$ cat src/rtl/icache_if.sv
`default_nettype none
// ---------------------------------------------------------------------------
// Module   : icache_if
// Purpose  : Fetch-side, cache-array and main-memory signals of the I-cache
//            controller, grouped with controller (master) / environment
//            (slave) views.
// Revision : 1.0
// ---------------------------------------------------------------------------
interface icache_if;
    logic [15:0] pc;
    logic        fetch_req;
    logic [15:0] instr;
    logic        instr_vld;
    logic [13:0] c_addr;
    logic        c_re;
    logic        c_we;
    logic [63:0] c_wr_data;
    logic        c_wdirty;
    logic [63:0] c_rd_data;
    logic        c_hit;
    logic [13:0] m_addr;
    logic        m_re;
    logic [63:0] m_rd_data;
    logic [15:0] miss_cnt;

    modport master (
        input  pc, fetch_req, c_rd_data, c_hit, m_rd_data,
        output instr, instr_vld, c_addr, c_re, c_we, c_wr_data, c_wdirty,
               m_addr, m_re, miss_cnt
    );

    modport slave (
        output pc, fetch_req, c_rd_data, c_hit, m_rd_data,
        input  instr, instr_vld, c_addr, c_re, c_we, c_wr_data, c_wdirty,
               m_addr, m_re, miss_cnt
    );
endinterface
`default_nettype wire

$ cat src/rtl/icache_ctrl.sv
`default_nettype none
// ---------------------------------------------------------------------------
// Module   : icache_ctrl
// Purpose  : Direct-mapped I-cache controller: 1-cycle hits, timed refill
//            from fixed-latency main memory on a miss.
// Revision : 1.0
// ---------------------------------------------------------------------------
module icache_ctrl #(
    parameter int MEM_LAT = 4
) (
    input  wire logic clk,
    input  wire logic rst,
    icache_if.master  bus
);

    typedef enum logic [1:0] {
        IDLE   = 2'd0,
        MEM_RD = 2'd1,
        FILL   = 2'd2
    } state_t;

    localparam logic [3:0] LAT_LAST = 4'(MEM_LAT - 1);

    state_t      state;
    logic [3:0]  lat_cnt;
    logic [13:0] miss_addr;
    logic [63:0] fill_buf;
    logic [15:0] miss_count;
    logic [15:0] miss_count_nxt;

    logic        in_idle;
    logic        in_mem_rd;
    logic        in_fill;
    logic        hit_now;
    logic [15:0] word_sel;

    // Outputs are gated by rst so nothing leaks out during the reset cycle.
    assign in_idle   = (state == IDLE)   && !rst;
    assign in_mem_rd = (state == MEM_RD) && !rst;
    assign in_fill   = (state == FILL)   && !rst;
    assign hit_now   = in_idle && bus.fetch_req && bus.c_hit;
    assign word_sel  = bus.c_rd_data[{bus.pc[1:0], 4'b0000} +: 16];

    assign miss_count_nxt = (state == FILL && miss_count != 16'hFFFF)
                            ? miss_count + 16'd1 : miss_count;

    always_ff @(posedge clk) begin
        if (rst) begin
            state      <= IDLE;
            lat_cnt    <= 4'd0;
            miss_addr  <= 14'd0;
            fill_buf   <= 64'd0;
            miss_count <= 16'd0;
        end else begin
            miss_count <= miss_count_nxt;
            case (state)
                IDLE: begin
                    if (bus.fetch_req && !bus.c_hit) begin
                        miss_addr <= bus.pc[15:2];
                        lat_cnt   <= 4'd0;
                        state     <= MEM_RD;
                    end
                end
                MEM_RD: begin
                    lat_cnt <= lat_cnt + 4'd1;
                    // Memory has no ready strobe: data is valid only in the last latency cycle.
                    if (lat_cnt == LAT_LAST) begin
                        fill_buf <= bus.m_rd_data;
                        state    <= FILL;
                    end
                end
                FILL:    state <= IDLE;
                default: state <= IDLE;
            endcase
        end
    end

    assign bus.c_re      = in_idle && bus.fetch_req;
    assign bus.instr_vld = hit_now;
    assign bus.instr     = hit_now ? word_sel : 16'd0;
    assign bus.c_addr    = in_fill ? miss_addr : (in_idle ? bus.pc[15:2] : 14'd0);
    assign bus.c_we      = in_fill;
    assign bus.c_wr_data = in_fill ? fill_buf : 64'd0;
    assign bus.c_wdirty  = 1'b0;
    assign bus.m_re      = in_mem_rd;
    assign bus.m_addr    = in_mem_rd ? miss_addr : 14'd0;
    assign bus.miss_cnt  = rst ? 16'd0 : miss_count;

endmodule
`default_nettype wire

$ cat src/flat_wrapper.sv
// flat-port wrapper written by rule: the top's interface ports become plain ports
module icache_ctrl_flat 
#(
    parameter int MEM_LAT = 4
)
  (clk, rst, bus_pc, bus_fetch_req, bus_c_rd_data, bus_c_hit, bus_m_rd_data, bus_instr, bus_instr_vld, bus_c_addr, bus_c_re, bus_c_we, bus_c_wr_data, bus_c_wdirty, bus_m_addr, bus_m_re, bus_miss_cnt);
  icache_if bus_i ();
  input  wire logic clk;
  input  wire logic rst;
  input wire logic [$bits(bus_i.pc)-1:0] bus_pc;
  input wire logic [$bits(bus_i.fetch_req)-1:0] bus_fetch_req;
  input wire logic [$bits(bus_i.c_rd_data)-1:0] bus_c_rd_data;
  input wire logic [$bits(bus_i.c_hit)-1:0] bus_c_hit;
  input wire logic [$bits(bus_i.m_rd_data)-1:0] bus_m_rd_data;
  output wire logic [$bits(bus_i.instr)-1:0] bus_instr;
  output wire logic [$bits(bus_i.instr_vld)-1:0] bus_instr_vld;
  output wire logic [$bits(bus_i.c_addr)-1:0] bus_c_addr;
  output wire logic [$bits(bus_i.c_re)-1:0] bus_c_re;
  output wire logic [$bits(bus_i.c_we)-1:0] bus_c_we;
  output wire logic [$bits(bus_i.c_wr_data)-1:0] bus_c_wr_data;
  output wire logic [$bits(bus_i.c_wdirty)-1:0] bus_c_wdirty;
  output wire logic [$bits(bus_i.m_addr)-1:0] bus_m_addr;
  output wire logic [$bits(bus_i.m_re)-1:0] bus_m_re;
  output wire logic [$bits(bus_i.miss_cnt)-1:0] bus_miss_cnt;
  assign bus_i.pc = bus_pc;
  assign bus_i.fetch_req = bus_fetch_req;
  assign bus_i.c_rd_data = bus_c_rd_data;
  assign bus_i.c_hit = bus_c_hit;
  assign bus_i.m_rd_data = bus_m_rd_data;
  assign bus_instr = bus_i.instr;
  assign bus_instr_vld = bus_i.instr_vld;
  assign bus_c_addr = bus_i.c_addr;
  assign bus_c_re = bus_i.c_re;
  assign bus_c_we = bus_i.c_we;
  assign bus_c_wr_data = bus_i.c_wr_data;
  assign bus_c_wdirty = bus_i.c_wdirty;
  assign bus_m_addr = bus_i.m_addr;
  assign bus_m_re = bus_i.m_re;
  assign bus_miss_cnt = bus_i.miss_cnt;
  icache_ctrl #(.MEM_LAT(MEM_LAT)) u_core (.clk(clk), .rst(rst), .bus(bus_i));
endmodule
$ cat config.mk
export PLATFORM = sky130hd
export DESIGN_NAME = icache_ctrl_flat
export DESIGN_NICKNAME = d
export VERILOG_FILES = /design/src/rtl/icache_if.sv /design/src/rtl/icache_ctrl.sv /design/src/flat_wrapper.sv
export SDC_FILE = /design/constraint.sdc
export NUM_CORES = 1
export LEC_CHECK = 0
export BUFFER_PORTS_ARGS = -buffer_cell sky130_fd_sc_hd__buf_2
export CAP_MARGIN = 20
export CORE_MARGIN = 10
export CORE_UTILIZATION = 38
export DETAILED_ROUTE_END_ITERATION = 6
export PLACE_DENSITY = 0.75
export SLEW_MARGIN = 20
export SYNTH_ARGS = -nofsm -noshare
export SYNTH_HDL_FRONTEND = slang
export SYNTH_SLANG_ARGS = --single-unit
$ cat constraint.sdc
create_clock -name clk -period 3.7 [get_ports clk]
set_clock_uncertainty 0.1 [all_clocks]
set_input_delay 0.185 -clock clk [delete_from_list [all_inputs] [get_ports clk]]
set_output_delay 0.185 -clock clk [all_outputs]
set_load 0.01 [all_outputs]
Word level (Yosys, flattened, before mapping)

Index checks and enable logic that the tools add are counted.
Widths: inputs -> output; s select.

Bits of input ports: 148
Output and inout bits: 129
Flip-flop bits (word level): 100

Reduce and logical (&&, ||, !) cells: 15
Mux-type cells: 11
Add/subtract/negate cells: 2
Equality and inequality tests: 6
Shift operators: 1

Operators with widths:

| operator              | number |
|---|---|
| $mux 64               | 1 |
| $shiftx 64x7->16      | 1 |
| $mux 14               | 3 |
| $mux 16               | 2 |
| $add 16x1->16 const B | 1 |
| $ne 16x16->1 const B  | 1 |
| $pmux 4 s2            | 1 |
| $reduce_and 2->1      | 4 |
| $logic_and 1x1->1     | 7 |
| $add 4x1->4 const B   | 1 |
| $eq 4x2->1 const B    | 1 |
| $mux 2                | 2 |
| $mux 4                | 1 |
| $ne 2x2->1 const B    | 2 |
| $pmux 2 s2            | 1 |
| $eq 2x1->1 const B    | 1 |
| $eq 2x2->1 const B    | 1 |
| $logic_not 1->1       | 2 |
| $logic_not 2->1       | 1 |
| $reduce_bool 2->1     | 1 |

Longest topological paths before layout

Depth in word-level cells: 5
Gate-level depth with buffers: 7
Depth with buffers taken out: 5

Least setup slack after synthesis

Ideal clock, no wire load.

Kind: register to register
From: register u_core.miss_count[0]
To: register u_core.miss_count[11]
Data required time: 3.477 ns
Path buffers: 1
Path slack: 1.880 ns
Arrival time: 1.597 ns
Cell stages (with the launch flop): 7
Cell sequence: dfxtp_1 ha_1 nand3_1 o41ai_2 buf_6 nor4_1 mux2_1

Word-level cells in the longest chain between the ends: 2

Ends and longest elaborated chain:

| what                                                                  | RTL line          | source |
|---|---|---|
| start: declaration                                                    | icache_ctrl.sv:28 | `logic [15:0] miss_count;` |
| start signal: assignment                                              | icache_ctrl.sv:55 | `miss_count <= miss_count_nxt;` |
| parallel branches: the longest is 2 deep, another holds $add 16x1->16 | n/a               |  |

Several ways; the timed one is not identified.
A chain may end at the register's enable or synchronous reset.

Worst setup path after layout

From: register u_core.state[0]
To: output bus_m_addr[2]

Word-level cells in the longest chain between the ends: 3

Ends and longest elaborated chain:

| what                     | RTL line           | source |
|---|---|---|
| start: declaration       | icache_ctrl.sv:24  | `state_t state;` |
| start signal: assignment | icache_ctrl.sv:49  | `state <= IDLE;` |
| start signal: assignment | icache_ctrl.sv:61  | `state <= MEM_RD;` |
| start signal: assignment | icache_ctrl.sv:69  | `state <= FILL;` |
| $eq 2x1->1               | icache_ctrl.sv:39  | `assign in_mem_rd = (state == MEM_RD) && !rst;` |
| $logic_and 1x1->1        | icache_ctrl.sv:39  |  |
| $mux 14                  | icache_ctrl.sv:86  | `assign bus.m_addr = in_mem_rd ? miss_addr : 14'd0;` |
| end: declaration         | flat_wrapper.sv:22 | `output wire logic [$bits(bus_i.m_addr)-1:0] bus_m_addr;` |

Every way passes these cells.

==> flow_summary.json <==
{
  "status": "completed",
  "swShare_pct": 22.66,
  "rows": 41,
  "wl_met1_mm": 7.582,
  "fin_setup_tns_ns": 0,
  "core-area_um2": 12770,
  "p_per_area_nw_per_um2": 309.1,
  "dr.pass1.iters": 5,
  "grt_pass1_vias": 5587,
  "cp-end-kind": "output pin",
  "antenna_found_initial": 1,
  "cap_violations": 0,
  "met2_length_mm": 8.956,
  "fin_nets": 1099,
  "syn-num-nets": 778,
  "fin_crit_ns": 2.396,
  "fp.dieW_um": 134.9,
  "yosysSeqAreaShare_pct": 39.94,
  "power_mw": 2.324,
  "clockPowerShare_pct": 40.1,
  "yosys_warnings": 0,
  "ctsHoldBuffers": 74,
  "arrival_ns": 2.11,
  "wire_per_inst_um": 16.66,
  "hold_viol_final": 0,
  "gp_congestion": 0.8505,
  "internal_power_mw": 1.797,
  "p_leak_nw": 3.552,
  "clk_latency_ns": 0.34,
  "async_reset_ff_share_pct": 0,
  "track_usage_pct": 19.84,
  "portBuffers": 275,
  "min_path_type": "in2reg",
  "timing.final.max_slew_violations": 0,
  "crit_required_ns": 3.41,
  "synth_area_per_cell_um2": 7.981,
  "htreeDepth": 3,
  "worstMarginPinSlew_ns": 0.9014,
  "grt_max_degree": 62,
  "synth_top_area_share_pct": 39.94,
  "drt_iter0_drc": 300,
  "dp.final_hpwl_mm": 12.96,
  "postSynthCellCount": 628,
  "vias": 5612,
  "ios": 277,
  "synth_edf_count": 0,
  "seq_power_share_pct": 47.0,
  "post_synth_num_cell_types": 44,
  "grt_pass1_wl_mm": 29.37,
  "ys.flop_type": "dfxtp_1",
  "cts_setup_buffers": 0,
  "synth_area_leaders": "dfxtp_1, a21oi_1, nand2_1, mux4_2, nor2_1",
  "viasPerCell": 4.984,
  "drc_errors": 0,
  "crit_fanout": 16,
  "start_kind": "flop",
  "clockBufferDepth": 2,
  "die_y_um": 134.9,
  "combPwrFrac_pct": 12.9,
  "drive_above_1_share_pct": 34.73,
  "finalCritPeriodShare_pct": 64.75,
  "clkTransAtPathRegs_ns": 0.06,
  "cts.sinks": 100,
  "syn_to_final_growth_pct": 49.98,
  "cts_tree": "done",
  "syn-cell-area_um2": 5012,
  "ys_ff_latch": 100,
  "dieArea_um2": 18180,
  "crit_type": "reg2out",
  "wl_met3_mm": 1.861,
  "fmax_mhz": 417.4,
  "p_sw_mw": 0.5265,
  "ir_drop_mv": 0.3721,
  "cts_resized": 0,
  "rsz0062_at_grt": "no",
  "clock-root-buffer": "clkbuf_16",
  "initial_core_util_pct": 39.24,
  "cts_inserted_buffers": 9,
  "top_layer": "met4",
  "antenna_left": 0,
  "synth_top_cells_by_count": "dfxtp_1, nand2_1, nor2_1",
  "totalWireLength_mm": 18.76,
  "setup_viol": 0,
  "grt.overflow.total": 0,
  "yosysTopAreaCell": "dfxtp_1",
  "relSlewSlack_pct": 39.69
}
sequential cells by signal (all words and copies together) (netlist names):
register	cells
u_core.state	2
u_core.miss_count	16
u_core.miss_addr	14
u_core.lat_cnt	4
u_core.fill_buf	64
worst paths after layout:
check	cells after the start	start	to	slack, ns
max reg2reg	5	u_core.state[0]	u_core.fill_buf[12]	1.54
min	3	bus_pc[14]	u_core.miss_addr[12]	0.01
min reg2reg	2	u_core.fill_buf[43]	u_core.fill_buf[43]	0.35
max	4	u_core.state[0]	bus_m_addr[2]	1.30
cell families after synthesis:
kind of cell / Yosys count / share of synthesized area, %
buffers and inverters: 53 / 4.368
adder cells (fa/ha/maj): 2 / 0.4992
XOR/XNOR: 2 / 0.3495
AND/OR/NAND/NOR: 339 / 33.50
flip-flops: 100 / 39.94
other: 1 / 0.07482
multiplexers: 25 / 9.186
AO/OA/AOI/OAI: 106 / 12.08
layout by cell type, fill, tap and decap left out, drive strengths merged, types with 2 or more instances in the layout:
cell / n
ha: 2
a22o: 14
nor4: 4
and2: 47
nand4: 3
or4: 3
nand3: 9
o21ai: 3
buf: 284
nand2b: 34
nor2: 90
nand2: 100
dlygate4sd3: 74
clkinvlp: 2
nor3b: 2
mux2: 8
a21oi: 85
clkbuf: 11
nor2b: 15
dfxtp: 100
mux4: 16
nor3: 5
and3: 19
inv: 5
nor4b: 2
area by class of cell:
| class | instances | area [µm²] |
|---|---|---|
| Fill cell | 1109 | 5256 |
| Multi-Input combinational cell | 475 | 2799 |
| Timing Repair Buffer | 358 | 2187 |
| Sequential cell | 100 | 2002 |
| Clock buffer | 11 | 242.7 |
| Tap cell | 172 | 215.2 |
| Clock inverter | 4 | 50.05 |
| Inverter | 5 | 18.77 |
| Antenna cell | 1 | 2.502 |
stage by stage:
step                hold WS, ns  cell area (µm²)  cells  utilization, %  setup slack [ns]
floorplan                0.2210             5012    628               -             1.880
global placement         0.3193             6481   1036           50.74             1.667
detailed placement       0.3269             6481   1036           50.74             1.583
CTS                   0.0002453             7515   1125           58.83             1.356
global route            0.02613             7517   1126           58.85             1.103
finish                  0.01440             7517   1126           58.85             1.304
power groups by stage:
stage	sequential, mW	combinational (mW)	clock, mW
floorplan	1.12	0.115	0
global placement	1.12	0.228	0
detailed placement	1.12	0.233	0
CTS	1.09	0.295	0.959
global route	1.09	0.325	1.00
finish	1.09	0.299	0.931
worst max-delay path: stages (launching register included):
cell      delay, ns
dfxtp_1        0.44
nand2b_1       0.19
nor2_1         0.72
and2_1         0.26
buf_2          0.15
routing by layer:
| layer | up-vias | GRT usage [%] |
|---|---|---|
| li1 | 2743 | - |
| met1 | 2582 | 22.82 |
| met2 | 257 | 32.82 |
| met3 | 30 | 8.012 |
| met4 | 0 | 6.348 |
| met5 | - | 0 |
(Power assumes the default switching activity.)
